--- config.mk ---
export PLATFORM = sky130hd
export DESIGN_NAME = multicycle_ctrl_flat
export DESIGN_NICKNAME = d
export VERILOG_FILES = /design/src/rtl/multicycle_ctrl_pkg.sv /design/src/rtl/multicycle_ctrl_if.sv /design/src/rtl/multicycle_ctrl_alu_decoder.sv /design/src/rtl/multicycle_ctrl.sv /design/src/flat_wrapper.sv
export SDC_FILE = /design/constraint.sdc
export NUM_CORES = 1
export LEC_CHECK = 0
export ABC_AREA = 1
export CAP_MARGIN = 30
export CELL_PAD_IN_SITES_DETAIL_PLACEMENT = 0
export CELL_PAD_IN_SITES_GLOBAL_PLACEMENT = 1
export CORE_MARGIN = 10
export CORE_UTILIZATION = 34
export CTS_BUF_LIST = sky130_fd_sc_hd__clkbuf_16
export CTS_CLUSTER_SIZE = 16
export DETAILED_ROUTE_END_ITERATION = 16
export GPL_ROUTABILITY_DRIVEN = 0
export HOLD_SLACK_MARGIN = 0.02
export PLACE_DENSITY_LB_ADDON = 0.3
export SYNTH_ARGS = -nofsm -noshare
export SYNTH_HDL_FRONTEND = slang
export SYNTH_SLANG_ARGS = --single-unit
export TNS_END_PERCENT = 10
--- constraint.sdc ---
create_clock -name clk -period 1.5 [get_ports clk]
set_input_delay 0.45 -clock clk [delete_from_list [all_inputs] [get_ports clk]]
set_output_delay 0.45 -clock clk [all_outputs]
set_load 0.005 [all_outputs]
--- src/rtl/multicycle_ctrl_pkg.sv ---
// Shared encodings for the multicycle RV32I control path: opcodes, FSM states,
// datapath select codes, ALU operation classes and the packed control word.
package riscv_ctrl_pkg;

  localparam int unsigned OPCODE_W   = 7;
  localparam int unsigned STATE_W    = 4;
  localparam int unsigned SEL_W      = 2;
  localparam int unsigned ALU_CTRL_W = 3;

  localparam logic [OPCODE_W-1:0] OP_LW  = 7'b0000011;
  localparam logic [OPCODE_W-1:0] OP_SW  = 7'b0100011;
  localparam logic [OPCODE_W-1:0] OP_R   = 7'b0110011;
  localparam logic [OPCODE_W-1:0] OP_I   = 7'b0010011;
  localparam logic [OPCODE_W-1:0] OP_BEQ = 7'b1100011;
  localparam logic [OPCODE_W-1:0] OP_JAL = 7'b1101111;

  typedef enum logic [STATE_W-1:0] {
    S_FETCH    = 4'd0,
    S_DECODE   = 4'd1,
    S_MEMADR   = 4'd2,
    S_MEMREAD  = 4'd3,
    S_MEMWB    = 4'd4,
    S_MEMWRITE = 4'd5,
    S_EXECR    = 4'd6,
    S_EXECI    = 4'd7,
    S_ALUWB    = 4'd8,
    S_BEQ      = 4'd9,
    S_JAL      = 4'd10,
    S_TRAP     = 4'd11
  } state_t;

  localparam logic [SEL_W-1:0] IMM_I = 2'b00;
  localparam logic [SEL_W-1:0] IMM_S = 2'b01;
  localparam logic [SEL_W-1:0] IMM_B = 2'b10;
  localparam logic [SEL_W-1:0] IMM_J = 2'b11;

  localparam logic [SEL_W-1:0] RES_ALUOUT = 2'b00;
  localparam logic [SEL_W-1:0] RES_DATA   = 2'b01;
  localparam logic [SEL_W-1:0] RES_ALU    = 2'b10;

  localparam logic [SEL_W-1:0] SRCA_PC    = 2'b00;
  localparam logic [SEL_W-1:0] SRCA_OLDPC = 2'b01;
  localparam logic [SEL_W-1:0] SRCA_RS1   = 2'b10;

  localparam logic [SEL_W-1:0] SRCB_RS2  = 2'b00;
  localparam logic [SEL_W-1:0] SRCB_IMM  = 2'b01;
  localparam logic [SEL_W-1:0] SRCB_FOUR = 2'b10;

  localparam logic [ALU_CTRL_W-1:0] ALUC_ADD = 3'b000;
  localparam logic [ALU_CTRL_W-1:0] ALUC_SUB = 3'b001;
  localparam logic [ALU_CTRL_W-1:0] ALUC_AND = 3'b010;
  localparam logic [ALU_CTRL_W-1:0] ALUC_OR  = 3'b011;
  localparam logic [ALU_CTRL_W-1:0] ALUC_SLT = 3'b101;

  typedef enum logic [1:0] {
    ALUOP_ADD   = 2'b00,
    ALUOP_SUB   = 2'b01,
    ALUOP_FUNCT = 2'b10
  } alu_op_t;

  typedef struct packed {
    logic             pc_update;
    logic             branch;
    logic             adr_src;
    logic             mem_write;
    logic             ir_write;
    logic [SEL_W-1:0] result_src;
    logic [SEL_W-1:0] alu_src_a;
    logic [SEL_W-1:0] alu_src_b;
    logic             reg_write;
    alu_op_t          alu_op;
  } ctrl_word_t;

  // Immediate format follows the opcode alone, independent of FSM state.
  function automatic logic [SEL_W-1:0] imm_src_of(input logic [OPCODE_W-1:0] op);
    case (op)
      OP_SW:   imm_src_of = IMM_S;
      OP_BEQ:  imm_src_of = IMM_B;
      OP_JAL:  imm_src_of = IMM_J;
      default: imm_src_of = IMM_I;
    endcase
  endfunction

endpackage

--- src/rtl/multicycle_ctrl_if.sv ---
// Control bundle between the multicycle FSM (master) and the datapath (slave).
// The illegal flag exists only when RISCV_ILLEGAL_TRAP_EN is defined.
interface multicycle_ctrl_if;
  import riscv_ctrl_pkg::*;

  logic [OPCODE_W-1:0]   opcode;
  logic [2:0]            funct3;
  logic                  funct7b5;
  logic                  zero;
  logic                  pc_write;
  logic                  adr_src;
  logic                  mem_write;
  logic                  ir_write;
  logic [SEL_W-1:0]      result_src;
  logic [SEL_W-1:0]      alu_src_a;
  logic [SEL_W-1:0]      alu_src_b;
  logic                  reg_write;
  logic [SEL_W-1:0]      imm_src;
  logic [ALU_CTRL_W-1:0] alu_control;
`ifdef RISCV_ILLEGAL_TRAP_EN
  logic                  illegal;
`endif

  modport master (
    input  opcode, funct3, funct7b5, zero,
    output pc_write, adr_src, mem_write, ir_write, result_src,
           alu_src_a, alu_src_b, reg_write, imm_src, alu_control
`ifdef RISCV_ILLEGAL_TRAP_EN
    , output illegal
`endif
  );

  modport slave (
    output opcode, funct3, funct7b5, zero,
    input  pc_write, adr_src, mem_write, ir_write, result_src,
           alu_src_a, alu_src_b, reg_write, imm_src, alu_control
`ifdef RISCV_ILLEGAL_TRAP_EN
    , input illegal
`endif
  );

endinterface

--- src/rtl/multicycle_ctrl_alu_decoder.sv ---
// Combinational ALU decoder: maps the FSM's ALU operation class plus the
// instruction funct fields onto the ALU control code.
module alu_decoder
  import riscv_ctrl_pkg::*;
(
  input  alu_op_t               i_alu_op,
  input  logic [2:0]            i_funct3,
  input  logic                  i_funct7b5,
  input  logic                  i_op5,
  output logic [ALU_CTRL_W-1:0] o_alu_control
);

  always_comb begin
    o_alu_control = ALUC_ADD;
    case (i_alu_op)
      ALUOP_ADD: o_alu_control = ALUC_ADD;
      ALUOP_SUB: o_alu_control = ALUC_SUB;
      ALUOP_FUNCT: begin
        // funct7b5 selects sub only for register-register ops (opcode bit 5 set)
        case (i_funct3)
          3'b000:  o_alu_control = (i_op5 & i_funct7b5) ? ALUC_SUB : ALUC_ADD;
          3'b010:  o_alu_control = ALUC_SLT;
          3'b110:  o_alu_control = ALUC_OR;
          3'b111:  o_alu_control = ALUC_AND;
          default: o_alu_control = ALUC_ADD;
        endcase
      end
      default: o_alu_control = ALUC_ADD;
    endcase
  end

endmodule

--- src/rtl/multicycle_ctrl.sv ---
// Main control FSM of the multicycle RV32I core. Optional sticky trap on
// unknown opcodes is enabled by defining RISCV_ILLEGAL_TRAP_EN.
module multicycle_ctrl
  import riscv_ctrl_pkg::*;
(
  input  logic             clk,
  input  logic             rst_n,
  multicycle_ctrl_if.master bus
);

  state_t     r_state;
  state_t     w_next;
  logic       r_started;
  ctrl_word_t r_ctrl;
  ctrl_word_t w_ctrl;
  logic [ALU_CTRL_W-1:0] w_alu_control;

  // Control word is registered alongside the state it belongs to; r_started
  // holds the first post-reset edge in FETCH so FETCH executes exactly once.
  always_ff @(posedge clk or negedge rst_n) begin
    if (!rst_n) begin
      r_state   <= S_FETCH;
      r_started <= 1'b0;
      r_ctrl    <= '0;
    end else begin
      r_state   <= w_next;
      r_started <= 1'b1;
      r_ctrl    <= w_ctrl;
    end
  end

  always_comb begin
    w_next        = S_FETCH;
    w_ctrl        = '0;
    w_ctrl.alu_op = ALUOP_ADD;

    case (r_state)
      S_FETCH:  w_next = S_DECODE;
      S_DECODE: begin
        case (bus.opcode)
          OP_LW, OP_SW: w_next = S_MEMADR;
          OP_R:         w_next = S_EXECR;
          OP_I:         w_next = S_EXECI;
          OP_JAL:       w_next = S_JAL;
          OP_BEQ:       w_next = S_BEQ;
`ifdef RISCV_ILLEGAL_TRAP_EN
          default:      w_next = S_TRAP;
`else
          default:      w_next = S_FETCH;
`endif
        endcase
      end
      S_MEMADR:   w_next = (bus.opcode == OP_SW) ? S_MEMWRITE : S_MEMREAD;
      S_MEMREAD:  w_next = S_MEMWB;
      S_MEMWB:    w_next = S_FETCH;
      S_MEMWRITE: w_next = S_FETCH;
      S_EXECR:    w_next = S_ALUWB;
      S_EXECI:    w_next = S_ALUWB;
      S_ALUWB:    w_next = S_FETCH;
      S_BEQ:      w_next = S_FETCH;
      S_JAL:      w_next = S_ALUWB;
`ifdef RISCV_ILLEGAL_TRAP_EN
      S_TRAP:     w_next = S_TRAP;
`endif
      default:    w_next = S_FETCH;
    endcase

    if (!r_started) w_next = S_FETCH;

    case (w_next)
      S_FETCH: begin
        w_ctrl.ir_write   = 1'b1;
        w_ctrl.alu_src_a  = SRCA_PC;
        w_ctrl.alu_src_b  = SRCB_FOUR;
        w_ctrl.result_src = RES_ALU;
        w_ctrl.pc_update  = 1'b1;
      end
      S_DECODE: begin
        w_ctrl.alu_src_a = SRCA_OLDPC;
        w_ctrl.alu_src_b = SRCB_IMM;
      end
      S_MEMADR: begin
        w_ctrl.alu_src_a = SRCA_RS1;
        w_ctrl.alu_src_b = SRCB_IMM;
      end
      S_MEMREAD: begin
        w_ctrl.result_src = RES_ALUOUT;
        w_ctrl.adr_src    = 1'b1;
      end
      S_MEMWB: begin
        w_ctrl.result_src = RES_DATA;
        w_ctrl.reg_write  = 1'b1;
      end
      S_MEMWRITE: begin
        w_ctrl.result_src = RES_ALUOUT;
        w_ctrl.adr_src    = 1'b1;
        w_ctrl.mem_write  = 1'b1;
      end
      S_EXECR: begin
        w_ctrl.alu_src_a = SRCA_RS1;
        w_ctrl.alu_src_b = SRCB_RS2;
        w_ctrl.alu_op    = ALUOP_FUNCT;
      end
      S_EXECI: begin
        w_ctrl.alu_src_a = SRCA_RS1;
        w_ctrl.alu_src_b = SRCB_IMM;
        w_ctrl.alu_op    = ALUOP_FUNCT;
      end
      S_ALUWB: begin
        w_ctrl.result_src = RES_ALUOUT;
        w_ctrl.reg_write  = 1'b1;
      end
      S_BEQ: begin
        w_ctrl.alu_src_a  = SRCA_RS1;
        w_ctrl.alu_src_b  = SRCB_RS2;
        w_ctrl.alu_op     = ALUOP_SUB;
        w_ctrl.result_src = RES_ALUOUT;
        w_ctrl.branch     = 1'b1;
      end
      S_JAL: begin
        w_ctrl.alu_src_a  = SRCA_OLDPC;
        w_ctrl.alu_src_b  = SRCB_FOUR;
        w_ctrl.result_src = RES_ALUOUT;
        w_ctrl.pc_update  = 1'b1;
      end
      default: ;
    endcase
  end

  alu_decoder u_alu_decoder (
    .i_alu_op      (r_ctrl.alu_op),
    .i_funct3      (bus.funct3),
    .i_funct7b5    (bus.funct7b5),
    .i_op5         (bus.opcode[5]),
    .o_alu_control (w_alu_control)
  );

  // pc_write is the only output with a combinational path from an input (zero).
  assign bus.pc_write    = r_ctrl.pc_update | (r_ctrl.branch & bus.zero);
  assign bus.adr_src     = r_ctrl.adr_src;
  assign bus.mem_write   = r_ctrl.mem_write;
  assign bus.ir_write    = r_ctrl.ir_write;
  assign bus.result_src  = r_ctrl.result_src;
  assign bus.alu_src_a   = r_ctrl.alu_src_a;
  assign bus.alu_src_b   = r_ctrl.alu_src_b;
  assign bus.reg_write   = r_ctrl.reg_write;
  assign bus.imm_src     = r_started ? imm_src_of(bus.opcode) : IMM_I;
  assign bus.alu_control = w_alu_control;

`ifdef RISCV_ILLEGAL_TRAP_EN
  logic r_illegal;

  always_ff @(posedge clk or negedge rst_n) begin
    if (!rst_n) r_illegal <= 1'b0;
    else        r_illegal <= r_illegal | (w_next == S_TRAP);
  end

  assign bus.illegal = r_illegal;
`endif

endmodule

--- src/flat_wrapper.sv ---
// flat-port wrapper written by rule: the top's interface ports become plain ports
module multicycle_ctrl_flat import riscv_ctrl_pkg::*;
  (clk, rst_n, bus_opcode, bus_funct3, bus_funct7b5, bus_zero, bus_pc_write, bus_adr_src, bus_mem_write, bus_ir_write, bus_result_src, bus_alu_src_a, bus_alu_src_b, bus_reg_write, bus_imm_src, bus_alu_control);
  multicycle_ctrl_if bus_i ();
  input  logic clk;
  input  logic rst_n;
  input wire logic [$bits(bus_i.opcode)-1:0] bus_opcode;
  input wire logic [$bits(bus_i.funct3)-1:0] bus_funct3;
  input wire logic [$bits(bus_i.funct7b5)-1:0] bus_funct7b5;
  input wire logic [$bits(bus_i.zero)-1:0] bus_zero;
  output wire logic [$bits(bus_i.pc_write)-1:0] bus_pc_write;
  output wire logic [$bits(bus_i.adr_src)-1:0] bus_adr_src;
  output wire logic [$bits(bus_i.mem_write)-1:0] bus_mem_write;
  output wire logic [$bits(bus_i.ir_write)-1:0] bus_ir_write;
  output wire logic [$bits(bus_i.result_src)-1:0] bus_result_src;
  output wire logic [$bits(bus_i.alu_src_a)-1:0] bus_alu_src_a;
  output wire logic [$bits(bus_i.alu_src_b)-1:0] bus_alu_src_b;
  output wire logic [$bits(bus_i.reg_write)-1:0] bus_reg_write;
  output wire logic [$bits(bus_i.imm_src)-1:0] bus_imm_src;
  output wire logic [$bits(bus_i.alu_control)-1:0] bus_alu_control;
  assign bus_i.opcode = bus_opcode;
  assign bus_i.funct3 = bus_funct3;
  assign bus_i.funct7b5 = bus_funct7b5;
  assign bus_i.zero = bus_zero;
  assign bus_pc_write = bus_i.pc_write;
  assign bus_adr_src = bus_i.adr_src;
  assign bus_mem_write = bus_i.mem_write;
  assign bus_ir_write = bus_i.ir_write;
  assign bus_result_src = bus_i.result_src;
  assign bus_alu_src_a = bus_i.alu_src_a;
  assign bus_alu_src_b = bus_i.alu_src_b;
  assign bus_reg_write = bus_i.reg_write;
  assign bus_imm_src = bus_i.imm_src;
  assign bus_alu_control = bus_i.alu_control;
  multicycle_ctrl u_core (.clk(clk), .rst_n(rst_n), .bus(bus_i));
endmodule
==> flow_results.xml, run 1 <==
<?xml version="1.0" encoding="UTF-8"?>
<metrics>
  <group name="outcome">
    <metric name="status" unit="">finished, violations left</metric>
    <metric name="failed_checks" unit="">setup timing</metric>
  </group>
  <group name="sta">
    <metric name="final_worst_setup_slack" unit="ns">-0.309</metric>
    <metric name="grt_setup_unrepaired" unit="">yes</metric>
    <metric name="period_share" unit="%">121</metric>
    <metric name="fin_hold_ws" unit="ns">0.536</metric>
    <metric name="layout_min_cycle_time" unit="ns">1.81</metric>
    <metric name="skew" unit="ns">0.000653</metric>
    <metric name="hold_violations" unit="">0</metric>
    <metric name="tns" unit="ns">-1.00</metric>
    <metric name="setup_violations" unit="">9</metric>
    <metric name="timing.fmax" unit="MHz">553</metric>
    <metric name="final_max_slew_viol_count" unit="">0</metric>
  </group>
  <group name="route">
    <metric name="vias" unit="">1017</metric>
    <metric name="drc_errors" unit="">0</metric>
    <metric name="totalWireLength" unit="um">2710</metric>
    <metric name="antenna_viol_nets_final" unit="">0</metric>
    <metric name="detail_route.iter0.violations" unit="">24</metric>
    <metric name="routed_wire_length_per_instance" unit="um">11.5</metric>
    <metric name="route.detailed.vias_per_inst" unit="">4.31</metric>
    <metric name="detail_route.first_pass.iterations" unit="">4</metric>
  </group>
  <group name="synth">
    <metric name="synthSimpleGateAreaFrac" unit="%">35.4</metric>
    <metric name="synth_mux_area_share" unit="%">0</metric>
    <metric name="synth_adder_area_share" unit="%">2.33</metric>
    <metric name="combinational_family_with_the_most_area_after_synthesis" unit="">simple AND/OR/NAND/NOR gates</metric>
    <metric name="post_synth_xor_area_fraction" unit="%">0</metric>
    <metric name="synth-compound-area-share" unit="%">4.20</metric>
    <metric name="synth_warnings" unit="">0</metric>
    <metric name="synth_cell_types" unit="">22</metric>
    <metric name="net_count_of_the_mapped_netlist" unit="">150</metric>
    <metric name="netlist_instances" unit="">134</metric>
    <metric name="ys_seq_elements" unit="">19</metric>
    <metric name="synth_seq_area_share" unit="%">44.3</metric>
    <metric name="syn-cell-area" unit="sq um">1070</metric>
    <metric name="postSynthAreaPerCell" unit="sq um">8.00</metric>
  </group>
  <group name="layout">
    <metric name="layoutNonFillerInstCount" unit="">236</metric>
    <metric name="fill_cells" unit="">263</metric>
    <metric name="utilization_after_layout" unit="%">57.1</metric>
    <metric name="insertedDiodeCount" unit="">0</metric>
    <metric name="multiInputGateArea" unit="sq um">552</metric>
    <metric name="layout-drive-gt1-share" unit="%">48.4</metric>
    <metric name="finish.net_count" unit="">209</metric>
    <metric name="area_growth_syn_to_layout" unit="%">61.3</metric>
    <metric name="layout.area.seq" unit="sq um">475</metric>
  </group>
  <group name="global_routing">
    <metric name="grt_start_max_net_pins" unit="">20</metric>
    <metric name="antenna_found_initial" unit="">0</metric>
    <metric name="grt_use_total" unit="%">9.83</metric>
    <metric name="first_global_vias" unit="">1088</metric>
    <metric name="global_route.overflow_total" unit="">0</metric>
    <metric name="grt_first_pass_wirelength" unit="um">4800</metric>
  </group>
  <group name="critical_path">
    <metric name="startpoint" unit="">u_core.r_ctrl[0]</metric>
    <metric name="r2r-start" unit="">u_core.r_state[2]</metric>
    <metric name="arrival_time_at_the_worst_endpoint" unit="ns">1.36</metric>
    <metric name="max_fo_critical_path" unit="">3</metric>
    <metric name="setup.worst_path.start_class" unit="">register</metric>
    <metric name="worst_ep_required_time" unit="ns">1.05</metric>
    <metric name="crit_type" unit="">reg -&gt; out</metric>
    <metric name="setup.worst_path.end_class" unit="">output port</metric>
  </group>
  <group name="die">
    <metric name="placeableCoreArea" unit="sq um">3030</metric>
    <metric name="die_area" unit="sq um">5800</metric>
    <metric name="die_x_extent" unit="um">76.2</metric>
    <metric name="initial_utilization" unit="%">35.4</metric>
    <metric name="std_cell_rows" unit="">20</metric>
    <metric name="pin_count" unit="">30</metric>
    <metric name="die_h" unit="um">76.2</metric>
  </group>
  <group name="placed_design">
    <metric name="placement.io_buffers" unit="">29</metric>
    <metric name="place.detailed.instances" unit="">220</metric>
    <metric name="detailedPlacementHpwl" unit="um">2080</metric>
  </group>
  <group name="clock_network">
    <metric name="tritoncts" unit="">yes</metric>
    <metric name="clock_sinks" unit="">19</metric>
    <metric name="tritoncts.num_buffers" unit="">3</metric>
    <metric name="clock_tree.root_cell" unit="">sky130_fd_sc_hd__clkbuf_16</metric>
    <metric name="clkTransAtPathRegs" unit="ns">0.05</metric>
    <metric name="htree_levels" unit="">1</metric>
    <metric name="cts.hold.buffers_added" unit="">0</metric>
    <metric name="cts_buffer_depth" unit="">2</metric>
    <metric name="clock_latency" unit="ns">0.24</metric>
  </group>
  <group name="power">
    <metric name="leakage_power_summed_over_all_cells" unit="nW">0.976</metric>
    <metric name="pwrdens" unit="nW/um^2">732</metric>
    <metric name="worst_ir_drop_vdd" unit="mV">0.739</metric>
  </group>
  <group name="flow_run">
    <metric name="timing.max_cap.violations" unit="">0</metric>
  </group>
  <group name="worst_hold_path">
    <metric name="worstHoldPathType" unit="">in -&gt; async</metric>
  </group>
</metrics>
==> layout by cell type (no fill, tap or decap), types with 2 or more instances in the layout <==
cell type / netlist / layout
sky130_fd_sc_hd__clkbuf_16: 0 / 3
sky130_fd_sc_hd__nand2_4: 3 / 7
sky130_fd_sc_hd__buf_4: 6 / 30
sky130_fd_sc_hd__buf_6: 0 / 5
sky130_fd_sc_hd__nor2_2: 5 / 5
sky130_fd_sc_hd__buf_2: 0 / 9
sky130_fd_sc_hd__nand2_2: 6 / 11
sky130_fd_sc_hd__inv_2: 4 / 8
sky130_fd_sc_hd__nor2_1: 14 / 10
sky130_fd_sc_hd__nand3_2: 3 / 2
sky130_fd_sc_hd__clkdlybuf4s50_1: 0 / 2
sky130_fd_sc_hd__nand3_4: 0 / 2
sky130_fd_sc_hd__nand4_1: 2 / 2
sky130_fd_sc_hd__nor2_4: 2 / 6
sky130_fd_sc_hd__a21oi_1: 2 / 2
sky130_fd_sc_hd__nand3_1: 11 / 10
sky130_fd_sc_hd__nand2_1: 26 / 17
sky130_fd_sc_hd__dfrtp_1: 19 / 19
sky130_fd_sc_hd__inv_1: 21 / 18
sky130_fd_sc_hd__dlygate4sd2_1: 0 / 14
sky130_fd_sc_hd__o21ai_2: 2 / 3
==> layout make-up <==
| cell class | count | share of cell area (%) |
|---|---|---|
| multi-input combinational | 83 | 31.9 |
| inverter | 26 | 5.72 |
| tap | 44 | 3.18 |
| sequential | 19 | 27.5 |
| clock inverter | 1 | 0.217 |
| timing repair buffer | 60 | 27.1 |
| clock buffer | 3 | 4.34 |
==> path summary, 6_finish.rpt <==
kind / slack (ns) / depth (start not counted) / end
worst min-delay path: 0.54 / 2 / u_core.bus.alu_src_a[1]
max in group asynchronous: 0.77 / 2 / u_core.r_state[3]
worst max-delay path: -0.31 / 5 / bus_alu_control[2]
min in group clk: 0.75 / 3 / u_core.r_ctrl[1]
worst min register to register: 0.75 / 3 / u_core.r_ctrl[1]
worst max register to register: 0.13 / 8 / u_core.bus.alu_src_b[0]
==> routing by layer <==
metal	GRT usage [%]	share of wire, %	vias up
met4	2.23	0.70	0
met2	18.5	54	21
met5	0	0	-
met3	2.83	3.2	5
li1	-	-	514
met1	10.4	42	477
==> sequential cells by signal, summed over array words and instances (netlist names) <==
signal / flops
u_core.bus.reg_write: 1
u_core.bus.ir_write: 1
u_core.bus.alu_src_b: 2
u_core.r_started: 1
u_core.bus.adr_src: 1
u_core.r_ctrl: 4
u_core.bus.alu_src_a: 2
u_core.r_state: 4
u_core.bus.result_src: 2
u_core.bus.mem_write: 1
==> power by group <==
group | total [W] | switching (W) | internal, W
clock | 0.000520 | 0.000166 | 0.000354
combinational | 0.000208 | 0.000106 | 0.000102
sequential | 0.000539 | 0.00000638 | 0.000532
==> synthesized netlist by cell type (all sizes together) <==
library cell  instances  area (sq um)
nand2                35           169
inv                  25          93.8
nor2                 21           106
dfrtp                19           475
nand3                14          85.1
buf                   6          45.0
o21ai                 4          27.5
a21oi                 2          10.0
ha                    2          25.0
nand4                 2          12.5
a21o                  1          7.51
clkinv                1          5.00
conb                  1          3.75
nor4                  1          6.26
==> worst max-delay path, stage by stage (launching register included) <==
cell                      delay (ns)
sky130_fd_sc_hd__dfrtp_1        0.37
sky130_fd_sc_hd__inv_1          0.06
sky130_fd_sc_hd__ha_2           0.19
sky130_fd_sc_hd__nand2_2        0.08
sky130_fd_sc_hd__nor4_1         0.26
sky130_fd_sc_hd__buf_2          0.16
==> kinds of logic after synthesis <==
kind of cell | count (synthesis)
simple gates | 73
buf+inv | 32
flops | 19
compound gates | 7
fa+ha+maj | 2
other cells | 1
==> through the flow <==
stage	power [W]	cell area, sq um	setup slack (ns)
floorplan	0.000626	1070	0.108
global placement	0.000727	1520	-0.885
detailed placement	0.000731	1520	-0.892
CTS	0.00127	1670	-0.314
global route	0.00133	1730	-0.379
finish	0.00127	1730	-0.309
==> timing repair <==
| item | CTS | global route |
|---|---|---|
| endpoints found under the hold margin | 0 | 0 |
| setup buffers | 11 | 1 |
| pin swaps | 20 | 6 |
| setup endpoints to repair | 34 | 21 |
| gates resized for setup | 88 | 13 |
Power figures use the tool's default switching activity.
==> run 2, diff against run 1 <==
==> constraint.sdc (replaced) <==
create_clock -name clk -period 1.5 [get_ports clk]
set_input_delay 0.3 -clock clk [delete_from_list [all_inputs] [get_ports clk]]
set_output_delay 0.3 -clock clk [all_outputs]
set_load 0.005 [all_outputs]
==> flow_results.xml, run 2 (synthesized netlist as in run 1, its figures left out) <==
<?xml version="1.0" encoding="UTF-8"?>
<metrics>
  <group name="outcome">
    <metric name="status" unit="">finished, violations left</metric>
    <metric name="failed_checks" unit="">setup timing</metric>
  </group>
  <group name="sta">
    <metric name="hold_violations" unit="">0</metric>
    <metric name="final_worst_setup_slack" unit="ns">-0.105</metric>
    <metric name="layout_min_cycle_time" unit="ns">1.60</metric>
    <metric name="period_share" unit="%">107</metric>
    <metric name="tns" unit="ns">-0.215</metric>
    <metric name="timing.fmax" unit="MHz">623</metric>
    <metric name="skew" unit="ns">0.000663</metric>
    <metric name="setup_violations" unit="">3</metric>
    <metric name="grt_setup_unrepaired" unit="">yes</metric>
    <metric name="final_max_slew_viol_count" unit="">0</metric>
  </group>
  <group name="power">
    <metric name="worst_ir_drop_vdd" unit="mV">0.629</metric>
    <metric name="p_sw" unit="W">0.000272</metric>
    <metric name="internal_power" unit="W">0.000981</metric>
    <metric name="power.share.combinational" unit="%">15.2</metric>
    <metric name="leakage_power_summed_over_all_cells" unit="nW">0.895</metric>
    <metric name="pwr-share-clk" unit="%">41.7</metric>
    <metric name="power" unit="W">0.00125</metric>
    <metric name="pwrdens" unit="nW/um^2">756</metric>
    <metric name="netSwitchingFraction" unit="%">21.7</metric>
    <metric name="pwr-share-seq" unit="%">43.0</metric>
  </group>
  <group name="global_routing">
    <metric name="antenna_found_initial" unit="">0</metric>
    <metric name="grt_first_pass_wirelength" unit="um">4400</metric>
    <metric name="first_global_vias" unit="">1010</metric>
    <metric name="grt_start_max_net_pins" unit="">20</metric>
    <metric name="grt_use_total" unit="%">9.15</metric>
    <metric name="global_route.overflow_total" unit="">0</metric>
  </group>
  <group name="worst_hold_path">
    <metric name="worstHoldPathType" unit="">in -&gt; async</metric>
  </group>
  <group name="critical_path">
    <metric name="crit_type" unit="">reg -&gt; out</metric>
    <metric name="setup.worst_path.start_class" unit="">register</metric>
    <metric name="ff2ff_path_depth" unit="">9</metric>
    <metric name="worst_ep_required_time" unit="ns">1.20</metric>
    <metric name="arrival_time_at_the_worst_endpoint" unit="ns">1.30</metric>
    <metric name="max_fo_critical_path" unit="">2</metric>
    <metric name="setup.worst_path.end_class" unit="">output port</metric>
  </group>
  <group name="route">
    <metric name="detail_route.iter0.violations" unit="">25</metric>
    <metric name="drc_errors" unit="">0</metric>
    <metric name="antenna_viol_nets_final" unit="">0</metric>
    <metric name="vias" unit="">966</metric>
    <metric name="totalWireLength" unit="um">2630</metric>
    <metric name="routed_wire_length_per_instance" unit="um">11.6</metric>
    <metric name="route.detailed.vias_per_inst" unit="">4.27</metric>
    <metric name="detail_route.first_pass.iterations" unit="">4</metric>
  </group>
  <group name="clock_network">
    <metric name="htree_levels" unit="">1</metric>
    <metric name="clkTransAtPathRegs" unit="ns">0.05</metric>
    <metric name="clock_tree.root_cell" unit="">sky130_fd_sc_hd__clkbuf_16</metric>
    <metric name="tritoncts" unit="">yes</metric>
    <metric name="clock_latency" unit="ns">0.25</metric>
    <metric name="clock_sinks" unit="">19</metric>
    <metric name="cts_buffer_depth" unit="">2</metric>
    <metric name="tritoncts.num_buffers" unit="">3</metric>
  </group>
  <group name="die">
    <metric name="die_x_extent" unit="um">76.2</metric>
    <metric name="placeableCoreArea" unit="sq um">3030</metric>
    <metric name="initial_utilization" unit="%">35.4</metric>
    <metric name="die_area" unit="sq um">5800</metric>
    <metric name="die_h" unit="um">76.2</metric>
    <metric name="std_cell_rows" unit="">20</metric>
    <metric name="pin_count" unit="">30</metric>
  </group>
  <group name="layout">
    <metric name="fill_cells" unit="">294</metric>
    <metric name="finish.net_count" unit="">199</metric>
    <metric name="most-common-layout-cells" unit="">sky130_fd_sc_hd__buf_4 (21), sky130_fd_sc_hd__inv_1 (19), sky130_fd_sc_hd__dfrtp_1 (19)</metric>
    <metric name="layout-drive-gt1-share" unit="%">41.2</metric>
    <metric name="insertedDiodeCount" unit="">0</metric>
    <metric name="area_growth_syn_to_layout" unit="%">54.6</metric>
    <metric name="reg.largest.list" unit="">u_core.r_ctrl x4, u_core.r_state x4</metric>
    <metric name="layout_commonest_cell" unit="">sky130_fd_sc_hd__buf_4</metric>
  </group>
  <group name="placed_design">
    <metric name="detailedPlacementHpwl" unit="um">2100</metric>
    <metric name="placement.io_buffers" unit="">29</metric>
    <metric name="post-place-ws" unit="ns">-0.594</metric>
  </group>
  <group name="flow_run">
    <metric name="timing.max_cap.violations" unit="">0</metric>
  </group>
</metrics>
run 2: cell count changes in the layout (fill, tap and decap cells not counted), moves of 3 or more:
cell                              before  now
sky130_fd_sc_hd__clkdlybuf4s50_1       2   16
sky130_fd_sc_hd__buf_6                 5    0
sky130_fd_sc_hd__dlygate4sd2_1        14    4
sky130_fd_sc_hd__buf_2                 9    5
sky130_fd_sc_hd__buf_4                30   21
sky130_fd_sc_hd__nor2_4                6    3
run 2: timing repair:
item | 4_1_cts | 5_1_grt
buffers inserted | 2 | 0
endpoints found under the setup margin | 22 | 21
gates resized for setup | 39 | 15
hold buffers | 0 | 0
pin swaps | 13 | 8
run 2: final timing paths:
path,start,to,slack [ns]
max,u_core.r_ctrl[0],bus_alu_control[0],-0.10
min in group clk,u_core.r_started,u_core.r_ctrl[1],0.76
min reg2reg,u_core.r_started,u_core.r_ctrl[1],0.76
max in group asynchronous,rst_n,u_core.r_state[0],0.92
min,rst_n,u_core.bus.alu_src_b[0],0.38
max reg2reg,u_core.r_state[1],u_core.bus.alu_src_a[1],0.14
run 2: critical path: stages, from the launching register on:
cell                      delay (ns)
sky130_fd_sc_hd__dfrtp_1        0.37
sky130_fd_sc_hd__inv_1          0.06
sky130_fd_sc_hd__ha_2           0.18
sky130_fd_sc_hd__buf_4          0.10
sky130_fd_sc_hd__nand4_1        0.08
sky130_fd_sc_hd__a21oi_1        0.15
sky130_fd_sc_hd__buf_2          0.13
run 2: routing by layer:
metal	global-route usage (%)	wire (um)	part of all wire, %
met5	0	0	0
met4	3.35	33	1.3
met3	3.54	122	4.6
met2	15.7	1350	51
met1	9.93	1120	43
run 2: power groups by stage:
stage / logic, W / clock network (W) / registers, W
global route: 0.000211 / 0.000568 / 0.000540
CTS: 0.000184 / 0.000542 / 0.000539
floorplan: 0.0000772 / 0 / 0.000549
global placement: 0.000180 / 0 / 0.000547
finish: 0.000191 / 0.000523 / 0.000540
detailed placement: 0.000184 / 0 / 0.000548
run 2: final cells by class:
cell class / instances / area (sq um) / share of cell area (%)
Clock buffer: 3 / 75.1 / 4.53
Tap cell: 44 / 55.1 / 3.32
Sequential cell: 19 / 475 / 28.7
Inverter: 26 / 98.8 / 5.96
Multi-Input combinational cell: 83 / 527 / 31.8
Timing Repair Buffer: 50 / 423 / 25.5
Clock inverter: 1 / 3.75 / 0.226
run 2: per-stage QoR:
step                      instances  hold WS (ns)  instance area (sq um)  util, %
after CTS                       226         0.395                   1610     53.3
after global placement          220         0.644                   1520     50.0
final                           226         0.383                   1660     54.8
after detailed placement        220         0.655                   1520     50.0
after global routing            226         0.429                   1660     54.8
after floorplan                 134       0.00441                   1070        -
==> run 3, diff against run 2 <==
--- a/config.mk
+++ b/config.mk
@@ -6,7 +6,7 @@
 export NUM_CORES = 1
 export LEC_CHECK = 0
 export ABC_AREA = 1
-export CAP_MARGIN = 30
+export CAP_MARGIN = 40
 export CELL_PAD_IN_SITES_DETAIL_PLACEMENT = 0
 export CELL_PAD_IN_SITES_GLOBAL_PLACEMENT = 1
 export CORE_MARGIN = 10
==> results of run 3 <==
Final layout, timing and power as in run 2 (identical DEF).
